==> src/rtl/tea_round_sequencer.sv <==
// Control sequencer for the TEA round datapath.
//
// A pass runs IDLE -> LOAD -> ROUND x ROUNDS -> DONE -> IDLE. In ROUND the sequencer
// holds round_req_o high and advances round_idx_o and sum_o on each round_ack_i. The
// sum is preloaded for the selected direction and then accumulated (encrypt) or
// decremented (decrypt) by DELTA, modulo 2^SUM_W. abort_i cancels a pass from LOAD
// or ROUND and takes priority over round_ack_i.
//
// Ports:
//   clk          rising-edge clock
//   rst          asynchronous active-high reset
//   start_i      begin a pass (sampled only in IDLE)
//   decrypt_i    direction, latched with start_i: 0 encrypt, 1 decrypt
//   abort_i      synchronous cancel while busy
//   round_ack_i  datapath consumed the current round
//   load_data_o  one-cycle strobe: datapath loads block and key
//   round_req_o  datapath should run round round_idx_o with sum_o
//   round_idx_o  current round number
//   sum_o        key-schedule sum for the current round
//   busy_o       pass in progress (LOAD or ROUND)
//   done_o       one-cycle strobe: pass completed
module tea_round_sequencer #(
  parameter int unsigned ROUNDS = 32,
  parameter int unsigned IDX_W  = 6,
  parameter int unsigned SUM_W  = 32,
  parameter logic [SUM_W-1:0] DELTA = SUM_W'(32'h9E3779B9)
) (
  input  logic             clk,
  input  logic             rst,
  input  logic             start_i,
  input  logic             decrypt_i,
  input  logic             abort_i,
  input  logic             round_ack_i,
  output logic             load_data_o,
  output logic             round_req_o,
  output logic [IDX_W-1:0] round_idx_o,
  output logic [SUM_W-1:0] sum_o,
  output logic             busy_o,
  output logic             done_o
);

  typedef enum logic [1:0] {StIdle, StLoad, StRound, StDone} state_e;

  localparam logic [IDX_W-1:0] LastIdx = IDX_W'(ROUNDS - 1);
  // Decrypt walks the schedule backwards, starting from the final encrypt sum.
  localparam logic [SUM_W-1:0] SumDecInit = SUM_W'(DELTA * SUM_W'(ROUNDS));

  state_e           state_q, state_d;
  logic [IDX_W-1:0] idx_q, idx_d;
  logic [SUM_W-1:0] sum_q, sum_d;
  logic             mode_q, mode_d;
  logic             load_q, req_q, busy_q, done_q;

  always_comb begin
    state_d = state_q;
    idx_d   = idx_q;
    sum_d   = sum_q;
    mode_d  = mode_q;
    unique case (state_q)
      StIdle: begin
        if (start_i) begin
          mode_d  = decrypt_i;
          idx_d   = '0;
          sum_d   = decrypt_i ? SumDecInit : DELTA;
          state_d = StLoad;
        end
      end
      StLoad: begin
        state_d = abort_i ? StIdle : StRound;
      end
      StRound: begin
        if (abort_i) begin
          state_d = StIdle;
        end else if (round_ack_i) begin
          sum_d = mode_q ? (sum_q - DELTA) : (sum_q + DELTA);
          idx_d = idx_q + IDX_W'(1);
          if (idx_q == LastIdx) begin
            state_d = StDone;
          end
        end
      end
      StDone: begin
        state_d = StIdle;
      end
      default: begin
        state_d = StIdle;
      end
    endcase
  end

  // Strobes are registered from the next state so they track the state register exactly.
  always_ff @(posedge clk or posedge rst) begin
    if (rst) begin
      state_q <= StIdle;
      idx_q   <= '0;
      sum_q   <= '0;
      mode_q  <= 1'b0;
      load_q  <= 1'b0;
      req_q   <= 1'b0;
      busy_q  <= 1'b0;
      done_q  <= 1'b0;
    end else begin
      state_q <= state_d;
      idx_q   <= idx_d;
      sum_q   <= sum_d;
      mode_q  <= mode_d;
      load_q  <= (state_d == StLoad);
      req_q   <= (state_d == StRound);
      busy_q  <= (state_d == StLoad) || (state_d == StRound);
      done_q  <= (state_d == StDone);
    end
  end

  assign load_data_o = load_q;
  assign round_req_o = req_q;
  assign round_idx_o = idx_q;
  assign sum_o       = sum_q;
  assign busy_o      = busy_q;
  assign done_o      = done_q;

endmodule
==> config.mk <==
export PLATFORM = sky130hd
export DESIGN_NAME = tea_round_sequencer
export DESIGN_NICKNAME = d
export VERILOG_FILES = /design/src/rtl/tea_round_sequencer.sv
export SDC_FILE = /design/constraint.sdc
export NUM_CORES = 1
export LEC_CHECK = 0
export ABC_AREA = 1
export BUFFER_PORTS_ARGS = -buffer_cell sky130_fd_sc_hd__buf_2
export CORE_ASPECT_RATIO = 1.1
export CORE_MARGIN = 2
export CORE_UTILIZATION = 64
export DETAILED_ROUTE_END_ITERATION = 12
export GPL_TIMING_DRIVEN = 0
export PLACE_DENSITY_LB_ADDON = 0.3
export SYNTH_ARGS = -nofsm -noshare
export SYNTH_HDL_FRONTEND = slang
export SYNTH_SLANG_ARGS = --single-unit
export TNS_END_PERCENT = 5
==> constraint.sdc <==
create_clock -name clk -period 5.6 [get_ports clk]
set_input_delay 1.12 -clock clk [delete_from_list [all_inputs] [get_ports clk]]
set_output_delay 1.12 -clock clk [all_outputs]
set_load 0.05 [all_outputs]
==> impl_metrics.json <==
{
  "vias": 4429,
  "switching_share": 0.583,
  "rr_startpoint": "mode_q",
  "clockBufferDepth": 2,
  "status": "complete, no violations",
  "fin_tns_setup_ns": 0,
  "switchingPower_mw": 1.49,
  "setup_viol": 0,
  "antenna_left": 0,
  "cts_hold_buffers": 0,
  "finalCriticalPeriod_ns": 3.48,
  "hold_path_class": "flip-flop to flip-flop",
  "path_common_cell": "nand2_1",
  "synth.top_cells.by_area": "dfrtp_1 27%, nand2_1 23%, inv_1 12%",
  "yosysMostFrequentCell": "nand2_1",
  "syn_area_per_cell_um2": 6.06,
  "die_width_um": 80.9,
  "cp.arrival_ns": 3.73,
  "clockPowerShare": 0.104,
  "worst_ir_drop_vdd_v": 0.000294,
  "place_area_um2": 4510,
  "fin_cells": 822,
  "wl_um": 11600,
  "finClkSkew_ns": 0.0102,
  "p_int_mw": 1.07,
  "rows": 30,
  "slew_viol_final": 0,
  "ctsRootBufferMaster": "clkbuf_8",
  "maxSlewHeadroom": 0.380,
  "synth.distinct_cells": 33,
  "synth_edf_count": 0,
  "final_nets": 782,
  "critPathBufInv": 1,
  "viasPerCell": 5.39,
  "cts_setup_buffers": 0,
  "die_h_um": 88.5,
  "io_buffers": 47,
  "pwr-share-seq": 0.185,
  "required_ns": 5.85,
  "utilization": 0.743,
  "async_reset_ff_frac": 1.00,
  "drc": 0,
  "crit_start": "mode_q",
  "htree_levels": 2,
  "n_antenna_cell": 0,
  "dieArea_um2": 7160,
  "ys_ff_latch": 45,
  "slowest_stage": "dfrtp_1",
  "slowest_delay_ns": 0.83,
  "crit_family": "simple AND/OR/NAND/NOR gates",
  "post_drt_wl_per_cell_um": 14.1,
  "grt_overflow_total": 0,
  "path_clk_slew_ns": 0.10,
  "pwr-share-comb": 0.711,
  "power_density_nw_per_um2": 553,
  "hp-start": "sum_o[29]",
  "crit_path_cell_trace": "inv_1 > ha_1 > nand2_1 > nor2_1 > and2_1 > nand2_1 > nand2_1 > nand2_1 > nand2_1 > nand2_1 > nand3_1 > nand2_1 > nand2_1",
  "synth_area_um2": 4160,
  "cap_violations": 0,
  "hold_violations": 0,
  "synth_cells": 686,
  "dp.cells": 814,
  "io_pins": 48,
  "synthesis.nets": 727,
  "seq_area_frac_synth": 0.271,
  "yosys_warnings": 0,
  "layout-drive-gt1-share": 0.0997,
  "synth_top_area_frac": 0.271,
  "critPathCaptureType": "flip-flop",
  "synthToLayoutAreaGrowth_pct": 11.3,
  "grt_pass1_wl_um": 18600,
  "power.leakage_nw": 2.80,
  "track_usage": 0.341,
  "drt_iter0_drc": 329,
  "final_area_um2": 4630,
  "hpwlAfterDp_um": 9030,
  "synthTopCellsByCount": "256 x nand2_1, 138 x inv_1, 59 x nor2_1, 46 x nand3_1, 45 x dfrtp_1",
  "grt_max_degree": 27,
  "first_global_vias": 3968,
  "grt_antenna_before_repair": 0,
  "rsz0062_at_grt": "no",
  "worstSkewPairLatency_ns": 0.32,
  "cts_made_buffers": 5,
  "initial_core_util": 0.667,
  "fillCellCount": 569,
  "cp_max_fo": 20,
  "crit_path_start_kind": "flip-flop",
  "crit_type": "flip-flop to flip-flop",
  "cts_resized": 0,
  "fp.coreArea_um2": 6230,
  "cts_sinks": 45,
  "max_freq_mhz": 287,
  "first_pass_iters": 7,
  "cts_tree": "done",
  "ys.flop_type": "dfrtp_1",
  "yosysTopAreaCell": "dfrtp_1",
  "worst_pin_slew_ns": 0.929,
  "routabilityCongestion": 1.01,
  "fin_crit_sh": 0.621
}
## logic make-up after synthesis
logic type,Yosys count,share of synthesized area
AND/OR/NAND/NOR,384,0.373
buffers and inverters,145,0.134
AO/OA/AOI/OAI,68,0.0954
flip-flops,45,0.271
adder cells (fa/ha/maj),35,0.107
XOR/XNOR,9,0.0190
## flip-flops by register name, summed over array words and instances, names as in the netlist
| signal | count |
|---|---|
| mode_q | 1 |
| busy_o | 1 |
| round_idx_o | 6 |
| sum_o | 32 |
| load_data_o | 1 |
| round_req_o | 1 |
| done_o | 1 |
| state_q | 2 |
## stage by stage
step | hold slack, ns | total power [mW] | setup slack [ns]
2_1_floorplan | 0.543 | 1.84 | 3.33
3_3_place_gp | 0.490 | 2.20 | 2.38
3_5_place_dp | 0.494 | 2.25 | 2.30
4_1_cts | 0.518 | 2.52 | 2.26
5_1_grt | 0.556 | 2.78 | 2.03
6_report | 0.514 | 2.56 | 2.12
## worst paths after layout
check | endpoint | depth (start not counted) | slack [ns]
max | sum_o[30] | 13 | 2.12
min | sum_o[29] | 2 | 0.51
max reg2reg | sum_o[30] | 13 | 2.12
min reg2reg | sum_o[29] | 2 | 0.51
max in group asynchronous | sum_o[13] | 3 | 4.32
min in group asynchronous | done_o | 2 | 0.80
## power by group through the flow
| stage | Sequential [mW] | Combinational [mW] | Clock [mW] |
|---|---|---|---|
| 2_1_floorplan | 0.710 | 1.13 | 0 |
| 3_3_place_gp | 0.474 | 1.73 | 0 |
| 3_5_place_dp | 0.477 | 1.77 | 0 |
| 4_1_cts | 0.471 | 1.78 | 0.267 |
| 5_1_grt | 0.482 | 2.02 | 0.280 |
| 6_report | 0.474 | 1.82 | 0.267 |
## metal layers
layer / up-vias / routed length (um) / track usage / part of all wire
met3: 37 / 907 / 0.0439 / 0.078
met5: - / 0 / 0 / 0
met2: 207 / 5290 / 0.557 / 0.46
li1: 2220 / - / - / -
met4: 0 / 365 / 0.112 / 0.031
met1: 1965 / 5060 / 0.468 / 0.44
## worst reg2reg max path: stages, from the launching register on
cell,delay (ns)
dfrtp_1,0.83
inv_1,0.66
ha_1,0.59
nand2_1,0.14
nor2_1,0.28
and2_1,0.17
nand2_1,0.05
nand2_1,0.18
nand2_1,0.15
nand2_1,0.08
nand2_1,0.05
nand3_1,0.06
nand2_1,0.07
nand2_1,0.09
## area by class of cell
| cell class | instances | area [um2] | area share |
|---|---|---|---|
| Multi-Input combinational cell | 496 | 2470 | 0.534 |
| Timing Repair Buffer | 48 | 255 | 0.0551 |
| Clock buffer | 5 | 68.8 | 0.0149 |
| Tap cell | 80 | 100 | 0.0216 |
| Sequential cell | 45 | 1130 | 0.243 |
| Buffer | 4 | 25.0 | 0.00541 |
| Inverter | 141 | 534 | 0.115 |
| Clock inverter | 3 | 46.3 | 0.0100 |
## layout by cell type (no fill, tap or decap), drive strengths merged
cell,Yosys,final
a21o,2,2
a21oi,30,30
a22o,1,1
a22oi,1,1
a31oi,1,1
and2,2,2
buf,3,51
bufinv,0,1
clkbuf,1,6
clkinv,1,2
clkinvlp,0,1
dfrtp,45,45
fa,1,1
ha,34,34
inv,140,140
nand2,259,259
nand3,46,46
nand4,4,4
nor2,60,60
nor3,7,7
nor4,1,1
o21ai,22,22
o21bai,7,7
o22ai,4,4
or2,5,5
xnor2,1,1
xor2,8,8
Note: power is estimated with default switching activity, not from simulation.
